### src/rtl/game_pkg.sv
// Shared definitions for the game-flow controller: state encoding,
// default key codes and the LED status pattern helper.
package game_pkg;

    localparam int STATE_W = 3;

    typedef enum logic [STATE_W-1:0] {
        ST_START = 3'd0,
        ST_PLAY  = 3'd1,
        ST_PAUSE = 3'd2,
        ST_WIN   = 3'd3,
        ST_LOSE  = 3'd4
    } game_state_e;

    localparam logic [8:0] KEY_ENTER = 9'h05A;
    localparam logic [8:0] KEY_SPACE = 9'h029;

    // Pattern is built 64 bits wide; callers truncate to their bus width.
    function automatic logic [63:0] led_pattern(
        input game_state_e s,
        input int unsigned w
    );
        logic [63:0] ones;
        logic [63:0] pat;
        ones = (w >= 64) ? '1 : ((64'd1 << w) - 64'd1);
        pat  = '0;
        unique case (s)
            ST_START: pat = '0;
            ST_PLAY:  pat = 64'd1;
            ST_PAUSE: pat = 64'd1 | (64'd1 << (w - 1));
            ST_WIN:   pat = (64'd1 << (w / 2)) - 64'd1;
            ST_LOSE:  pat = ones;
            default:  pat = '0;
        endcase
        return pat;
    endfunction

endpackage

### src/rtl/game_tick_gen.sv
// Single-clock game-second tick: one-cycle pulse every TICK_CYCLES
// enabled cycles, counter frozen while disabled.
module game_tick_gen #(
    parameter int unsigned TICK_CYCLES = 100_000_000
) (
    input  logic clk,
    input  logic rst,
    input  logic enable,
    input  logic clear,
    output logic tick
);

    localparam int unsigned CW = (TICK_CYCLES > 1) ? $clog2(TICK_CYCLES) : 1;
    localparam logic [CW-1:0] LAST = CW'(TICK_CYCLES - 1);

    logic [CW-1:0] cnt;

    assign tick = enable && (cnt == LAST);

    always_ff @(posedge clk) begin
        if (rst || clear) begin
            cnt <= '0;
        end else if (enable) begin
            cnt <= (cnt == LAST) ? '0 : cnt + CW'(1);
        end
    end

endmodule

### src/rtl/game_state_ctrl.sv
// Game-flow controller: START/PLAY/PAUSE/WIN/LOSE FSM with time limit,
// qualified distance hits and a best-winning-time record.
module game_state_ctrl
    import game_pkg::*;
#(
    parameter int unsigned TICK_CYCLES = 100_000_000,
    parameter int unsigned SEC_W       = 10,
    parameter int unsigned TIME_LIMIT  = 300,
    parameter int unsigned DIST_W      = 20,
    parameter int unsigned DIST_THRESH = 50,
    parameter int unsigned HIT_COUNT   = 4,
    parameter logic [8:0]  START_CODE  = KEY_ENTER,
    parameter logic [8:0]  PAUSE_CODE  = KEY_SPACE,
    parameter int unsigned LED_W       = 16
) (
    input  logic              clk,
    input  logic              rst,
    input  logic              key_valid,
    input  logic [8:0]        key_code,
    input  logic              key_pressed,
    input  logic [DIST_W-1:0] distance,
    input  logic              dist_valid,
    output logic [2:0]        state,
    output logic [SEC_W-1:0]  sec,
    output logic [SEC_W-1:0]  best_sec,
    output logic              win_pulse,
    output logic              lose_pulse,
    output logic [LED_W-1:0]  led
);

    localparam int unsigned HW = $clog2(HIT_COUNT + 1);
    localparam logic [HW-1:0]     HIT_MAX = HW'(HIT_COUNT);
    localparam logic [SEC_W-1:0]  SEC_MAX = SEC_W'(TIME_LIMIT);
    localparam logic [DIST_W-1:0] THRESH  = DIST_W'(DIST_THRESH);

    game_state_e      state_q;
    game_state_e      state_d;
    logic [SEC_W-1:0] sec_q;
    logic [SEC_W-1:0] sec_d;
    logic [SEC_W-1:0] best_q;
    logic [HW-1:0]    hit_q;
    logic [HW-1:0]    hit_d;
    logic             start_ev;
    logic             pause_ev;
    logic             is_hit;
    logic             tick;
    logic             win_entry;
    logic             lose_entry;
    logic             win_q;
    logic             lose_q;
    logic [LED_W-1:0] led_q;

    assign start_ev = key_valid && key_pressed && (key_code == START_CODE);
    assign pause_ev = key_valid && key_pressed && (key_code == PAUSE_CODE);
    assign is_hit   = distance < THRESH;

    // Clearing on the START entry edge makes sec read 0 as soon as START shows.
    game_tick_gen #(
        .TICK_CYCLES (TICK_CYCLES)
    ) u_tick (
        .clk    (clk),
        .rst    (rst),
        .enable (state_q == ST_PLAY),
        .clear  (state_d == ST_START),
        .tick   (tick)
    );

    always_comb begin
        state_d = state_q;
        unique case (state_q)
            ST_START: begin
                if (start_ev) state_d = ST_PLAY;
            end
            ST_PLAY: begin
                if (sec_q == SEC_MAX)      state_d = ST_LOSE;
                else if (hit_q == HIT_MAX) state_d = ST_WIN;
                else if (pause_ev)         state_d = ST_PAUSE;
            end
            ST_PAUSE: begin
                if (pause_ev)      state_d = ST_PLAY;
                else if (start_ev) state_d = ST_START;
            end
            ST_WIN, ST_LOSE: begin
                if (start_ev) state_d = ST_START;
            end
            default: state_d = ST_START;
        endcase
    end

    always_comb begin
        sec_d = sec_q;
        hit_d = hit_q;
        if (state_d == ST_START) begin
            sec_d = '0;
            hit_d = '0;
        end else begin
            if (tick && (sec_q != SEC_MAX)) sec_d = sec_q + SEC_W'(1);
            if ((state_q == ST_PLAY) && dist_valid) begin
                if (!is_hit)               hit_d = '0;
                else if (hit_q != HIT_MAX) hit_d = hit_q + HW'(1);
            end
        end
    end

    assign win_entry  = (state_d == ST_WIN)  && (state_q != ST_WIN);
    assign lose_entry = (state_d == ST_LOSE) && (state_q != ST_LOSE);

    always_ff @(posedge clk) begin
        if (rst) begin
            state_q <= ST_START;
            sec_q   <= '0;
            hit_q   <= '0;
            best_q  <= '1;
            win_q   <= 1'b0;
            lose_q  <= 1'b0;
            led_q   <= '0;
        end else begin
            state_q <= state_d;
            sec_q   <= sec_d;
            hit_q   <= hit_d;
            win_q   <= win_entry;
            lose_q  <= lose_entry;
            led_q   <= LED_W'(led_pattern(state_d, LED_W));
            if (win_entry && (sec_d < best_q)) best_q <= sec_d;
        end
    end

    assign state      = state_q;
    assign sec        = sec_q;
    assign best_sec   = best_q;
    assign win_pulse  = win_q;
    assign lose_pulse = lose_q;
    assign led        = led_q;

endmodule
### config.mk
export PLATFORM = sky130hd
export DESIGN_NAME = game_state_ctrl
export DESIGN_NICKNAME = d
export VERILOG_FILES = /design/src/rtl/game_pkg.sv /design/src/rtl/game_tick_gen.sv /design/src/rtl/game_state_ctrl.sv
export SDC_FILE = /design/constraint.sdc
export NUM_CORES = 1
export LEC_CHECK = 0
export BUFFER_PORTS_ARGS = -buffer_cell sky130_fd_sc_hd__buf_2
export CORE_MARGIN = 2
export CORE_UTILIZATION = 44
export CTS_BUF_LIST = sky130_fd_sc_hd__clkbuf_16
export DETAILED_ROUTE_END_ITERATION = 7
export GPL_ROUTABILITY_DRIVEN = 0
export PLACE_DENSITY = 0.69
export SLEW_MARGIN = 20
export SYNTH_ARGS = -nofsm -noshare
export SYNTH_HDL_FRONTEND = slang
export SYNTH_SLANG_ARGS = --single-unit
export TNS_END_PERCENT = 50
### constraint.sdc
create_clock -name clk -period 5.35 [get_ports clk]
set_input_delay 1.07 -clock clk [delete_from_list [all_inputs] [get_ports clk]]
set_output_delay 1.07 -clock clk [all_outputs]
set_load 0.01 [all_outputs]
* Word level (Yosys, flattened, before mapping)
Index checks and enable logic that the tools add are counted.
** Storage, ports and cells
- Register bits after elaboration :: 71
- Input port bits :: 34
- Output and inout bits :: 41
- Word-level logic and storage cells :: 59
** Operators by class
- Add/sub/neg operators :: 3
- Magnitude comparators :: 2
- Eq/ne operators :: 18
- Muxes and demuxes :: 13
- Reduce and logical (&&, ||, !) cells :: 15
** Operators by type and width (count)
- 16-bit case mux with 4 select lines :: 1
- 27-bit by 1-bit adder with 27-bit output (second input constant) :: 1
- 27-bit equality test (second input constant) :: 1
- 27-bit 2-to-1 mux :: 1
- 3-bit 2-to-1 mux :: 8
- 20-bit by 6-bit < comparator with 1-bit output (second input constant) :: 1
- 10-bit 2-to-1 mux :: 2
- 3-bit by 2-bit equality test with 1-bit output (second input constant) :: 4
- 3-bit case mux with 4 select lines :: 1
- 10-bit by 1-bit adder with 10-bit output (second input constant) :: 1
- 10-bit by 9-bit equality test with 1-bit output (second input constant) :: 1
- 10-bit < comparator :: 1
- 10-bit by 9-bit != test with 1-bit output (second input constant) :: 1
- 3-bit equality test (second input constant) :: 3
- 9-bit by 6-bit equality test with 1-bit output (second input constant) :: 1
- 9-bit by 7-bit equality test with 1-bit output (second input constant) :: 1
- 1-bit logical AND :: 9
- 3-bit by 1-bit equality test with 1-bit output (second input constant) :: 2
- 3-bit zero test :: 2
- 3-bit != test (second input constant) :: 2
- 2-bit OR reduction :: 2
- 3-bit by 1-bit adder with 3-bit output (second input constant) :: 1
- 3-bit by 2-bit != test with 1-bit output (second input constant) :: 1
- 2-bit by 1-bit != test with 1-bit output (second input constant) :: 1
- other kinds (2) :: 2

* Depth between registers and ports, before layout
- Depth in word-level cells :: 10
- Gate-level depth with buffers :: 18
- Gate-level depth less buffers :: 16

* Modules after synthesis
From an unflattened synthesis, not the netlist that was laid out.
** Unflattened totals
- Cells, all modules :: 385
- Area, all modules :: 3256.9 µm²
** By module, submodules not included
- game_state_ctrl :: times used 1, cells an instance 233, area an instance 1958.1 µm², sequential area each 640.6 µm²
- game_tick_gen :: times used 1, cells an instance 152, area an instance 1298.7 µm², sequential area each 540.5 µm²

* Worst setup path after synthesis
No wires, ideal clock.
- Path kind :: input to register
- Start point :: input port key_code[0]
- End point :: register best_q[8] (netlist: best_sec[8])
- Setup time :: 0.125 ns
- Arrival :: 4.214 ns
- Data required time :: 5.225 ns
- Slack :: 1.011 ns
- Stages on the path :: 16
- Buffers on the path :: 2
- Path through :: nor4bb_1 nand4_1 a32o_1 and3b_1 buf_6 and2_4 nor2_1 ha_1 a21oi_1 nand2_1 a221o_1 a2111o_1 nor3_4 and2_1 buf_6 a21oi_2
** On the way
- Word-level cells in the longest chain between the ends :: 10
- Elaborated cells between the ends (all ways) :: 17
- Classes of those cells :: 1 x order compare; 3 x eq/ne; 8 x mux; 5 x reduce/logical
** Ends and longest elaborated chain
- start, declared :: RTL line game_state_ctrl.sv:19 : input logic [8:0] key_code,
- 9-bit by 6-bit equality test with 1-bit output :: RTL line game_state_ctrl.sv:54 : assign pause_ev = key_valid && key_pressed && (key_code == PAUSE_CODE);
- 1-bit logical AND :: RTL line game_state_ctrl.sv:54
- 3-bit 2-to-1 mux :: RTL line game_state_ctrl.sv:77 : else if (pause_ev) state_d = ST_PAUSE;
- 3-bit 2-to-1 mux :: RTL line game_state_ctrl.sv:76 : else if (hit_q == HIT_MAX) state_d = ST_WIN;
- 3-bit 2-to-1 mux :: RTL line game_state_ctrl.sv:75 : if (sec_q == SEC_MAX) state_d = ST_LOSE;
- 3-bit case mux with 4 select lines * :: RTL line game_state_ctrl.sv:70 : unique case (state_q)
- 3-bit zero test * :: RTL line game_state_ctrl.sv:93 : if (state_d == ST_START) begin
- 10-bit 2-to-1 mux * :: RTL line game_state_ctrl.sv:93
- via sec_d[8] :: RTL line game_state_ctrl.sv:39 : logic [SEC_W-1:0] sec_d;
- 10-bit < comparator :: RTL line game_state_ctrl.sv:124 : if (win_entry && (sec_d < best_q)) best_q <= sec_d;
- 1-bit logical AND :: RTL line game_state_ctrl.sv:124
- end signal, assigned :: RTL line game_state_ctrl.sv:113 : best_q <= '1;
- end signal, assigned :: RTL line game_state_ctrl.sv:124
- end, declared :: RTL line game_state_ctrl.sv:40 : logic [SEC_W-1:0] best_q;
Mark *: on every way through the listed nets, which the timed path passes. The rest lies on a longest branch.
A chain may end at the register's enable or synchronous reset.

* Worst setup path after layout
Ends and elaborated chain as after synthesis.

==> flow_summary_export.csv <==
group,metric,value,unit
run_status,status,"finished clean",
synth,synth_cell_type_count,62,
setup_path,r2r_slack,1.04,ns
route,drt_wl_total,6900,um
clocking,clk_pin_slew,0.05,ns
sta,finalMaxSlewViolations,0,
synth,ys_seq_elements,59,
route,drtIter0Drc,95,
clocking,hold_buffers,0,
global_routing,antenna_found_initial,0,
synth,ys_seq_area_share,35.5,%
hold_path,min_path_type,"flop to flop",
sta,max_freq,216,MHz
synth,synth_area_leader_cell,"dfxtp_1",
sta,slew_headroom,56.7,%
clocking,cts_root_buffer,"clkbuf_16",
floorplanning,ios,75,
synth,syn_area_per_cell,8.75,um2
synth,synth-main-ff-cell,"dfxtp_1",
clocking,cts_setup_buffers,0,
setup_path,arrival,4.82,ns
layout,fin_nets,489,
job,maxCapViolations,0,
route,drt-vias-per-instance,5.19,
clocking,cts_max_path_buffers,2,
setup_path,cp-start-kind,"primary input",
floorplanning,start_util,45.6,%
setup_path,slowest_stage,"and2_1",
global_routing,grt_pass1_vias,2710,
route,postRouteAntennaNets,0,
setup_path,crit_fanout,10,
global_routing,grt_usage,17.8,%
power,power_density,276,nW/um2
place,io_buffer_count,73,
sta,setup_tns,0,ns
synth,synth_common_cells,"dfxtp_1 (59), nor2_1 (52), nand2_1 (27)",
setup_path,critical_path_required,5.54,ns
clocking,htreeDepth,3,
layout,final_layout_size_suffix_gt1_share,25.8,%
global_routing,grt_overflow_total,0,
route,dr.pass1.iters,4,
layout,num_antenna_cells,0,
setup_path,critPathMaxStageDelay,0.46,ns
clocking,cts.repair.resized,0,
synth,synth_area,3320,um2
synth,syn_inst,380,
sta,finalSetupViolCount,0,
synth,postSynth.asyncResetShare,0,%
route,drc,0,
sta,skew,0.00977,ns
place,place_inst,529,
floorplanning,core,7290,um2
route,num_vias,2826,
clocking,insertion_delay,0.32,ns
layout,syn_to_final_growth,19.5,%
power,total_power,1.10,mW
synth,yosysMostFrequentCell,"dfxtp_1",
layout,fillers,693,
sta,min_period,4.63,ns
clocking,cts_buffers,9,
synth,synth_edf_count,0,
setup_path,path_cells,"buf_2, nor4bb_1, nand4_1, a32o_1, and3b_1, and2_4, nor2_1, ha_1, a21oi_1, nand2_1, a221o_1, a2111o_1, nor3_4, and2_1, a21oi_2",
synth,synth.net_count,428,
floorplanning,die_h,90.9,um
global_routing,grt_first_pass_wirelength,12200,um
sta,period_share,86.6,%
power,power_leakage,1.66,nW
floorplanning,rows,31,
clocking,cts_tree,"yes",
floorplanning,die_area,8270,um2
floorplanning,die_w,90.9,um
layout,finalNonFillerCells,545,
synth,synth_top_area_share,35.5,%
setup_path,path_class,"primary input to flop",
place,hpwl,5280,um
synth,synthTopCellsByArea,"dfxtp_1 (36%), nor2_1 (5.9%), ha_1 (5.3%), xnor2_1 (5.0%), xor2_1 (4.0%)",
sta,grt_setup_unrepaired,"false",
power,ir_drop,0.000149,V
global_routing,grt_max_degree,26,
sta,worstMarginPinSlew,0.647,ns
synth,yosysWarningCount,0,
setup_path,endpoint_kind,"flop",
sta,finalHoldViolations,0,
clocking,cts.sinks,59,
route,post_drt_wl_per_cell,12.7,um
## path summary, 6_finish.rpt
check	start	endpoint	cells after the start
hold reg to reg	u_tick.cnt[1]	u_tick.cnt[1]	2
setup reg to reg	sec[0]	best_sec[8]	16
setup / recovery	key_code[0]	best_sec[8]	15
hold / removal	u_tick.cnt[1]	u_tick.cnt[1]	2
## metal layers
metal | share of wire (%) | vias to the layer above | track usage, % | wire length (um)
met5 | 0 | - | 0 | 0
met4 | 0.72 | 0 | 6.69 | 50
met2 | 49 | 38 | 29.4 | 3400
met3 | 3.5 | 4 | 4.51 | 244
li1 | - | 1448 | - | -
met1 | 46 | 1336 | 22.4 | 3210
## worst max-delay path: cells and delay by family
kind                       cells  cell delay, ns
buffers and inverters          1            0.11
AOI/OAI and AO/OA              5            1.35
adders and majority gates      1            0.31
and+or+nand+nor                8            1.98
## registers in the layout, summed over array words and instances (netlist names)
register    flops
best_sec       10
sec            10
win_pulse       1
state           3
led             4
u_tick.cnt     27
lose_pulse      1
hit_q           3
## report_power, final
group          total, mW  internal [mW]  switching [mW]
Sequential         0.440          0.440       0.0000103
Combinational     0.0202         0.0120         0.00829
Clock              0.636          0.449           0.187
## layout make-up
class | count | area, um2 | share of cell area [%]
Multi-Input combinational cell | 275 | 1880 | 47.3
Timing Repair Buffer | 74 | 373 | 9.39
Tap cell | 99 | 124 | 3.12
Inverter | 22 | 82.6 | 2.08
Clock buffer | 9 | 225 | 5.67
Clock inverter | 7 | 109 | 2.74
Sequential cell | 59 | 1180 | 29.7
## cell families after synthesis
logic type | share of synthesized area [%]
simple gates | 28.2
flops | 35.5
compound gates | 13.1
buf+inv | 8.02
xor+xnor | 8.96
fa+ha+maj | 5.27
mux | 0.903
## layout by cell type, fill, tap and decap left out, types with 3 or more instances in the layout
cell type,count
nor2b_1,3
and3_1,5
ha_1,14
nor4_1,9
nor3b_1,4
clkbuf_16,9
o21ai_0,4
nand4_1,12
nand2_1,27
o21ai_2,8
nor2_1,52
xor2_1,15
xnor2_1,19
nor3_1,7
nand2b_1,3
and2_1,5
buf_2,73
a21oi_1,13
dfxtp_1,59
mux2i_1,3
a31oi_1,9
nand3_1,16
inv_1,23
bufinv_16,3
nor4bb_1,3
and4_1,5
## stage by stage
stage | setup slack [ns] | util [%] | area (um2) | hold WS (ns)
6_report | 0.719 | 54.5 | 3970 | 0.471
5_1_grt | 0.437 | 54.5 | 3970 | 0.510
4_1_cts | 0.734 | 54.5 | 3970 | 0.476
3_5_place_dp | 0.404 | 49.9 | 3640 | 0.471
3_3_place_gp | 0.470 | 49.9 | 3640 | 0.457
2_1_floorplan | 1.01 | - | 3320 | 0.446
(Power assumes the default switching activity.)
